**config.mk**
```make
export PLATFORM = sky130hd
export DESIGN_NAME = yuv2rgb_top
export DESIGN_NICKNAME = d
export VERILOG_FILES = /design/src/rtl/yuv2rgb_top.sv
export SDC_FILE = /design/constraint.sdc
export NUM_CORES = 2
export LEC_CHECK = 0
export BUFFER_PORTS_ARGS = -buffer_cell sky130_fd_sc_hd__buf_4
export CORE_MARGIN = 2
export CORE_UTILIZATION = 30
export CTS_BUF_LIST = sky130_fd_sc_hd__clkbuf_8
export DETAILED_ROUTE_END_ITERATION = 8
export PLACE_DENSITY = 0.56
export SETUP_SLACK_MARGIN = 0.3
export SLEW_MARGIN = 20
export SYNTH_ARGS = -nofsm -noshare
export SYNTH_HDL_FRONTEND = slang
export SYNTH_SLANG_ARGS = --single-unit
```
**constraint.sdc**
```tcl
create_clock -name clk -period 18.6 [get_ports clk]
set_clock_uncertainty 0.2 [all_clocks]
set_input_delay 0 -clock clk [delete_from_list [all_inputs] [get_ports clk]]
set_output_delay 0 -clock clk [all_outputs]
set_load 0.01 [all_outputs]
```
**src/rtl/yuv2rgb_top.sv**
```systemverilog
// yuv2rgb_top: frame-level BT.601 YUV->RGB converter.
// Each pixel pair takes 8 cycles: read Y/U/V words, convert, write three packed RGB words.
module yuv2rgb_top #(
    parameter int unsigned W               = 320,
    parameter int unsigned H               = 240,
    parameter int unsigned DW              = 16,
    parameter int unsigned AW              = 18,
    parameter int unsigned Y_BASE          = 0,
    parameter int unsigned U_BASE          = 38400,
    parameter int unsigned V_BASE          = 76800,
    parameter int unsigned WRITE_ADDR_BASE = 115200
) (
    input  logic          clk,
    input  logic          reset,
    input  logic          start,
    output logic          done,
    output logic [AW-1:0] raddr,
    input  logic [DW-1:0] rdata,
    output logic [AW-1:0] waddr,
    output logic [DW-1:0] wdata,
    output logic          wr_enable
);

    localparam int unsigned   PAIRS  = W * H / 2;
    localparam logic [AW-1:0] LAST_K = AW'(PAIRS - 1);

    typedef enum logic [3:0] {
        S_IDLE,
        S_RY,
        S_RU,
        S_RV,
        S_CAP,
        S_CALC,
        S_W0,
        S_W1,
        S_W2,
        S_DONE
    } state_t;

    state_t        state, state_next;
    logic [AW-1:0] k, k_next;
    logic [AW-1:0] raddr_next, waddr_next;
    logic [DW-1:0] wdata_next;
    logic          wr_enable_next, done_next;

    logic [DW-1:0] y_word, u_word, v_word;
    logic [7:0]    b0_q;
    logic [23:0]   rgb1_q;
    logic [23:0]   rgb0_c, rgb1_c;

    // Saturate a signed intermediate to an 8-bit channel value.
    function automatic logic [7:0] clip8(input logic signed [31:0] x);
        if (x < 32'sd0) begin
            return 8'd0;
        end else if (x > 32'sd255) begin
            return 8'd255;
        end else begin
            return x[7:0];
        end
    endfunction

    // BT.601 fixed-point (16 fractional bits) conversion of one pixel to {R,G,B}.
    function automatic logic [23:0] pix2rgb(input logic [7:0] y8,
                                            input logic [7:0] u8,
                                            input logic [7:0] v8);
        logic signed [31:0] ys, us, vs, r, g, b;
        ys = $signed(32'(y8)) - 32'sd16;
        us = $signed(32'(u8)) - 32'sd128;
        vs = $signed(32'(v8)) - 32'sd128;
        r  = (32'sd76284 * ys + 32'sd104595 * vs) >>> 16;
        g  = (32'sd76284 * ys - 32'sd25624 * us - 32'sd53281 * vs) >>> 16;
        b  = (32'sd76284 * ys + 32'sd132251 * us) >>> 16;
        return {clip8(r), clip8(g), clip8(b)};
    endfunction

    // Conversion of the even (high byte) and odd (low byte) pixel of the current pair.
    assign rgb0_c = pix2rgb(y_word[15:8], u_word[15:8], v_word[15:8]);
    assign rgb1_c = pix2rgb(y_word[7:0],  u_word[7:0],  v_word[7:0]);

    // State, pair index and registered SRAM-side outputs.
    always_ff @(posedge clk) begin
        if (reset) begin
            state     <= S_IDLE;
            k         <= '0;
            raddr     <= '0;
            waddr     <= '0;
            wdata     <= '0;
            wr_enable <= 1'b0;
            done      <= 1'b0;
        end else begin
            state     <= state_next;
            k         <= k_next;
            raddr     <= raddr_next;
            waddr     <= waddr_next;
            wdata     <= wdata_next;
            wr_enable <= wr_enable_next;
            done      <= done_next;
        end
    end

    // Capture returning sample words; keep the bytes still needed after W0.
    always_ff @(posedge clk) begin
        if (state == S_RU) begin
            y_word <= rdata;
        end
        if (state == S_RV) begin
            u_word <= rdata;
        end
        if (state == S_CAP) begin
            v_word <= rdata;
        end
        if (state == S_CALC) begin
            b0_q   <= rgb0_c[7:0];
            rgb1_q <= rgb1_c;
        end
    end

    // Next state and next values of the registered outputs.
    always_comb begin
        state_next     = state;
        k_next         = k;
        raddr_next     = raddr;
        waddr_next     = waddr;
        wdata_next     = wdata;
        wr_enable_next = 1'b0;
        done_next      = 1'b0;
        case (state)
            S_IDLE: begin
                k_next = '0;
                if (start) begin
                    state_next = S_RY;
                    raddr_next = AW'(Y_BASE);
                end
            end
            S_RY: begin
                state_next = S_RU;
                raddr_next = AW'(U_BASE) + k;
            end
            S_RU: begin
                state_next = S_RV;
                raddr_next = AW'(V_BASE) + k;
            end
            S_RV: begin
                state_next = S_CAP;
            end
            S_CAP: begin
                state_next = S_CALC;
            end
            S_CALC: begin
                state_next     = S_W0;
                wr_enable_next = 1'b1;
                waddr_next     = AW'(WRITE_ADDR_BASE) + k + (k << 1);
                wdata_next     = DW'(rgb0_c[23:8]);
            end
            S_W0: begin
                state_next     = S_W1;
                wr_enable_next = 1'b1;
                waddr_next     = waddr + AW'(1);
                wdata_next     = DW'({b0_q, rgb1_q[23:16]});
            end
            S_W1: begin
                state_next     = S_W2;
                wr_enable_next = 1'b1;
                waddr_next     = waddr + AW'(1);
                wdata_next     = DW'(rgb1_q[15:0]);
            end
            S_W2: begin
                if (k == LAST_K) begin
                    state_next = S_DONE;
                    done_next  = 1'b1;
                end else begin
                    state_next = S_RY;
                    k_next     = k + AW'(1);
                    raddr_next = AW'(Y_BASE) + k + AW'(1);
                end
            end
            S_DONE: begin
                state_next = S_IDLE;
            end
            default: begin
                state_next = S_IDLE;
            end
        endcase
    end

endmodule
```
### After elaboration in Yosys (flattened, before gate mapping)

Cells that the tools add are included.

* register bits: 156
* bits of input ports: 19
* word-level logic and storage cells: 97

* reductions and logical operators: 10
* $add $sub $neg: 20
* equal/unequal tests: 11
* mux-type cells: 19
* bitwise logic cells: 1
* order comparisons: 12
* $mul: 10

Operators by type and width (count)
* $pmux 18 s2: 2
* $pmux 18 s4: 1
* $mux 8: 8
* $add 27x28->29: 2
* $sub 28x26->29: 2
* $add 27x27->28: 2
* $mul 19x9->28 const A: 2
* $sub 27x25->28: 2
* $mul 18x9->27 const A: 2
* $gt 13x9->1 const B: 4
* $lt 13x1->1 const B: 4
* $mul 17x9->26 const A: 2
* $mul 16x9->25 const A: 2
* $pmux 16 s3: 1
* $mul 13x9->22 const A: 2
* $add 17x18->18 const A: 2
* $add 18x1->18 const B: 2
* $mux 18: 2
* $pmux 4 s9: 1
* $sub 8x8->9 const B: 4
* $gt 12x9->1 const B: 2
* $lt 12x1->1 const B: 2
* $add 16x18->18 const A: 1
* $add 18x18->18: 1
* 18 further kinds: 28

### Longest topological paths before layout

* depth in word-level cells: 8
* gate-level depth with buffers: 39

### Least setup slack after synthesis

Ideal clock, no wire load.

* kind: register to register
* start point: register u_word[15]
* end point: register wdata[5]
* path slack: 9.765 ns
* buffers on the path: 1
* library setup time: 0.086 ns
* data required time: 18.314 ns
* data arrival time: 8.549 ns
* clock period less this slack: 8.835 ns
* stages on the path, launching flop included: 35
* cell sequence: edfxtp_1 -> inv_1 -> ha_1 -> inv_1 -> ha_1 -> inv_1 -> fa_1 -> fa_1 -> inv_1 -> ha_1 -> ha_1 -> nor3_1 -> nor2_1 -> a31oi_1 -> nor2b_1 -> o21ai_0 -> nand2b_1 -> xor2_1 -> ha_1 -> ha_1 -> fa_1 -> fa_1 -> fa_1 -> inv_1 -> ha_1 -> a21o_1 -> a21oi_1 -> o21ai_0 -> a21o_1 -> a31oi_4 -> nor2_1 -> o311a_1 -> or3_1 -> buf_6 -> a221oi_2

* cells in the longest elaborated chain, start to end: 8
* elaborated cells between the ends (all ways): 9
* those cells by class: add/sub (3); mul (1); order compare (2); mux (3)

RTL lines
* start: declaration: line 46 `logic [DW-1:0] y_word, u_word, v_word;`
* start signal: assignment: line 107 `u_word <= rdata;`
* $sub 8x8->9 *: line 68 `us = $signed(32'(u8)) - 32'sd128;`
* $mul 13x9->22 *: line 71 `g = (32'sd76284 * ys - 32'sd25624 * us - 32'sd53281 * vs) >>> 16;`
* $sub 27x25->28 *: line 71
* $sub 28x26->29 *: line 71
* $gt 13x9->1: line 55 `end else if (x > 32'sd255) begin`
* $mux 8: line 55
* $mux 8 *: line 53 `if (x < 32'sd0) begin`
* $pmux 16 s3 *: line 127 `case (state)`
* end signal: assignment: line 95 `wdata <= wdata_next;`
* end: declaration: line 20 `output logic [DW-1:0] wdata,`

Mark *: on every way between the ends. The rest lies on a longest branch, timed or not.
A chain may end at the register's enable or synchronous reset.

### Worst setup path in the final report

* start point: register y_word[12]
* end point: register wdata[5]

* cells in the longest elaborated chain, start to end: 8
* elaborated cells between the ends (all ways): 9
* those cells by class: add/sub (3); mul (1); order compare (2); mux (3)

RTL lines
* start: declaration: line 46
* start signal: assignment: line 104 `y_word <= rdata;`
* $sub 8x5->9 *: line 67 `ys = $signed(32'(y8)) - 32'sd16;`
* $mul 16x9->25 *: line 71
* $sub 27x25->28 *: line 71
* $sub 28x26->29 *: line 71
* $gt 13x9->1: line 55
* $mux 8: line 55
* $mux 8 *: line 53
* $pmux 16 s3 *: line 127

Marks and branches as above.

==> qor.csv <==
metric;value;unit
final_antenna_net_count;0;
drive_gt1_frac;0.04684;
grt_usage;0.1516;
final_hold_viol_count;0;
cp_slowest_cell;xnor2_1;
path_max_fanout;7;
synth-seq-area-share;0.1201;
totalWireLength;82950;um
ios;73;
yosys.area.top_type;ha_1;
synth_top_area_share;0.3275;
regToRegSetupSlack;8.63;ns
post-cts-setup-buffers;0;
synth_common_cells;ha_1 (855), inv_1 (806), fa_1 (334);
required;18.89;ns
yosysMostFrequentCell;ha_1;
cts-root-buf;clkbuf_8;
finish.utilization;0.3294;
h-tree-depth;4;
fp.coreArea;108400;um2
hold_path_startpoint;raddr[14];
status;finished clean;
avgSynthCellArea;9.166;um2
gp_congestion;0.8999;
synth-seq-cells;156;
hold_depth;2;
syn_to_final_growth;9.288;%
synth_area_leaders;ha_1 (33%), fa_1 (20%), inv_1 (9.3%), edfxtp_1 (7.4%), dfxtp_1 (4.7%);
synth_edf_count;80;
wl_per_cell;16.30;um
dieHeight;334.0;um
crit_path_end_kind;flop;
overflow;0;
clockBufferDepth;2;
netlist_instances;3564;
worst_path_largest_cell_delay;0.65;ns
hold_path_class;flop to flop;
synth_fp_nets;4772;
drt_iter0_markers;1167;
gr-usage-met2;0.2561;
finalSetupViolCount;0;
max_freq;100.3;MHz
r2r-end;wdata[5];
busiest_layer;met2;
holdPathEnd;raddr[14];
cts_buffers;17;
clock_latency;0.58;ns
cp_common_cell;inv_1;
final_max_slew_viol_count;0;
drt-pass1-iter-count;5;
dpl.hpwl;70720;um
tightestPinTransition;1.061;ns
drc;0;
slew_headroom;0.2873;
arrival;10.26;ns
ys_warn_count;0;
timing.rr.start;y_word[12];
nets;4867;
ys_types;87;
async_flop_share;0;
finalSetupTns;0;ns
fin_crit;9.966;ns
dr_total_vias;24160;
io_buffers;72;
grt_max_degree;61;
grtUsageMet3;0.01513;
cap_violations;0;
ff2ff_path_depth;37;
holdWs;0.2545;ns
clkSinkCount;156;
grt_first_pass_wirelength;133100;um
routed_via_density;4.748;
clk_pin_slew;0.12;ns
critical_path_class;flop to flop;
globalRouteMet1Util;0.2108;
grt_pass1_vias;24110;
ys.flop_type;edfxtp_1;
row_count;121;
fin_crit_sh;0.5358;
cts_tree;done;
die_w;334.0;um
synth_area;32670;um2
startpoint_type;flop;
rsz0062_at_grt;false;
start_util;0.3014;
die-area;111600;um2
antenna_found_initial;4;
[registers in the layout, indices dropped and copies added, names as in the netlist]
signal / count
rgb1_q: 24
k: 18
raddr: 18
waddr: 18
u_word: 16
v_word: 16
wdata: 16
y_word: 16
b0_q: 8
state: 4
done: 1
wr_enable: 1
[cells by family (layout without fill, tap and decap cells)]
logic type | after synthesis | after routing | synth area share
other cells | 0 | 2 | 0
fa+ha+maj | 1189 | 1189 | 0.5321
flops | 156 | 156 | 0.1201
simple gates | 566 | 566 | 0.08280
mux | 7 | 7 | 0.002145
buf+inv | 859 | 967 | 0.09923
compound gates | 632 | 632 | 0.1220
xor+xnor | 155 | 155 | 0.04155
[final cells by class]
| cell class | instances | area, um2 |
|---|---|---|
| Sequential cell | 156 | 3924 |
| Multi-Input combinational cell | 2549 | 25510 |
| Antenna cell | 2 | 5.005 |
| Clock buffer | 17 | 234.0 |
| Clock inverter | 15 | 180.2 |
| Fill cell | 11300 | 72700 |
| Inverter | 807 | 3029 |
| Tap cell | 1414 | 1769 |
| Timing Repair Buffer | 128 | 1049 |
[critical path, delay by kind of cell, from the launching register on]
family | cells | cell delay, ns
flip-flops | 1 | 0.46
adder cells (fa/ha/maj) | 12 | 4.61
AND/OR/NAND/NOR | 6 | 1.13
buffers and inverters | 7 | 0.63
AO/OA/AOI/OAI | 10 | 1.80
XOR/XNOR | 2 | 1.02
[timing repair]
item	in CTS	in global routing
endpoints found under the hold margin	119	0
resized for setup	0	0
setup endpoints to repair	0	0
hold buffers	35	0
[metal layers]
layer	share of wire	up-vias
met5	0.00016	-
met4	0.011	2
met3	0.030	55
met2	0.47	363
met1	0.49	11690
li1	-	12050
[worst max path at each step]
stage,cells past startpoint,endpoint,start,slack (ns)
2_1_floorplan,34,wdata[5],u_word[15],9.76
3_3_place_gp,33,wdata[5],u_word[15],8.89
3_5_place_dp,37,wdata[5],y_word[12],8.78
4_1_cts,37,wdata[5],y_word[12],8.70
5_1_grt,34,rgb1_q[12],y_word[4],8.07
6_report,37,wdata[5],y_word[12],8.63
[stage by stage]
stage                     instance area [um2]  cells  setup WS (ns)
final                                   35700   5088          8.634
after floorplan                         32670   3564          9.765
after global placement                  34930   5019          8.887
after CTS                               35700   5086          8.703
after detailed placement                34930   5019          8.777
after global routing                    35700   5088          8.071
[cells in the final DEF (no fill, tap or decap), types with 44 or more instances in the layout]
master and n:
a21o_1 46, fa_1 334, buf_4 93, inv_1 807, xnor2_1 88, a21oi_1 237, nor3_1 51, edfxtp_1 80
ha_1 855, nand2_1 121, xor2_1 67, nor2_1 189, dfxtp_1 76, nand3_1 44, o21ai_0 109
Power is left out: the tool's default activity adds up to more than one toggle a clock period on the data nets, which glitch-free logic cannot reach.
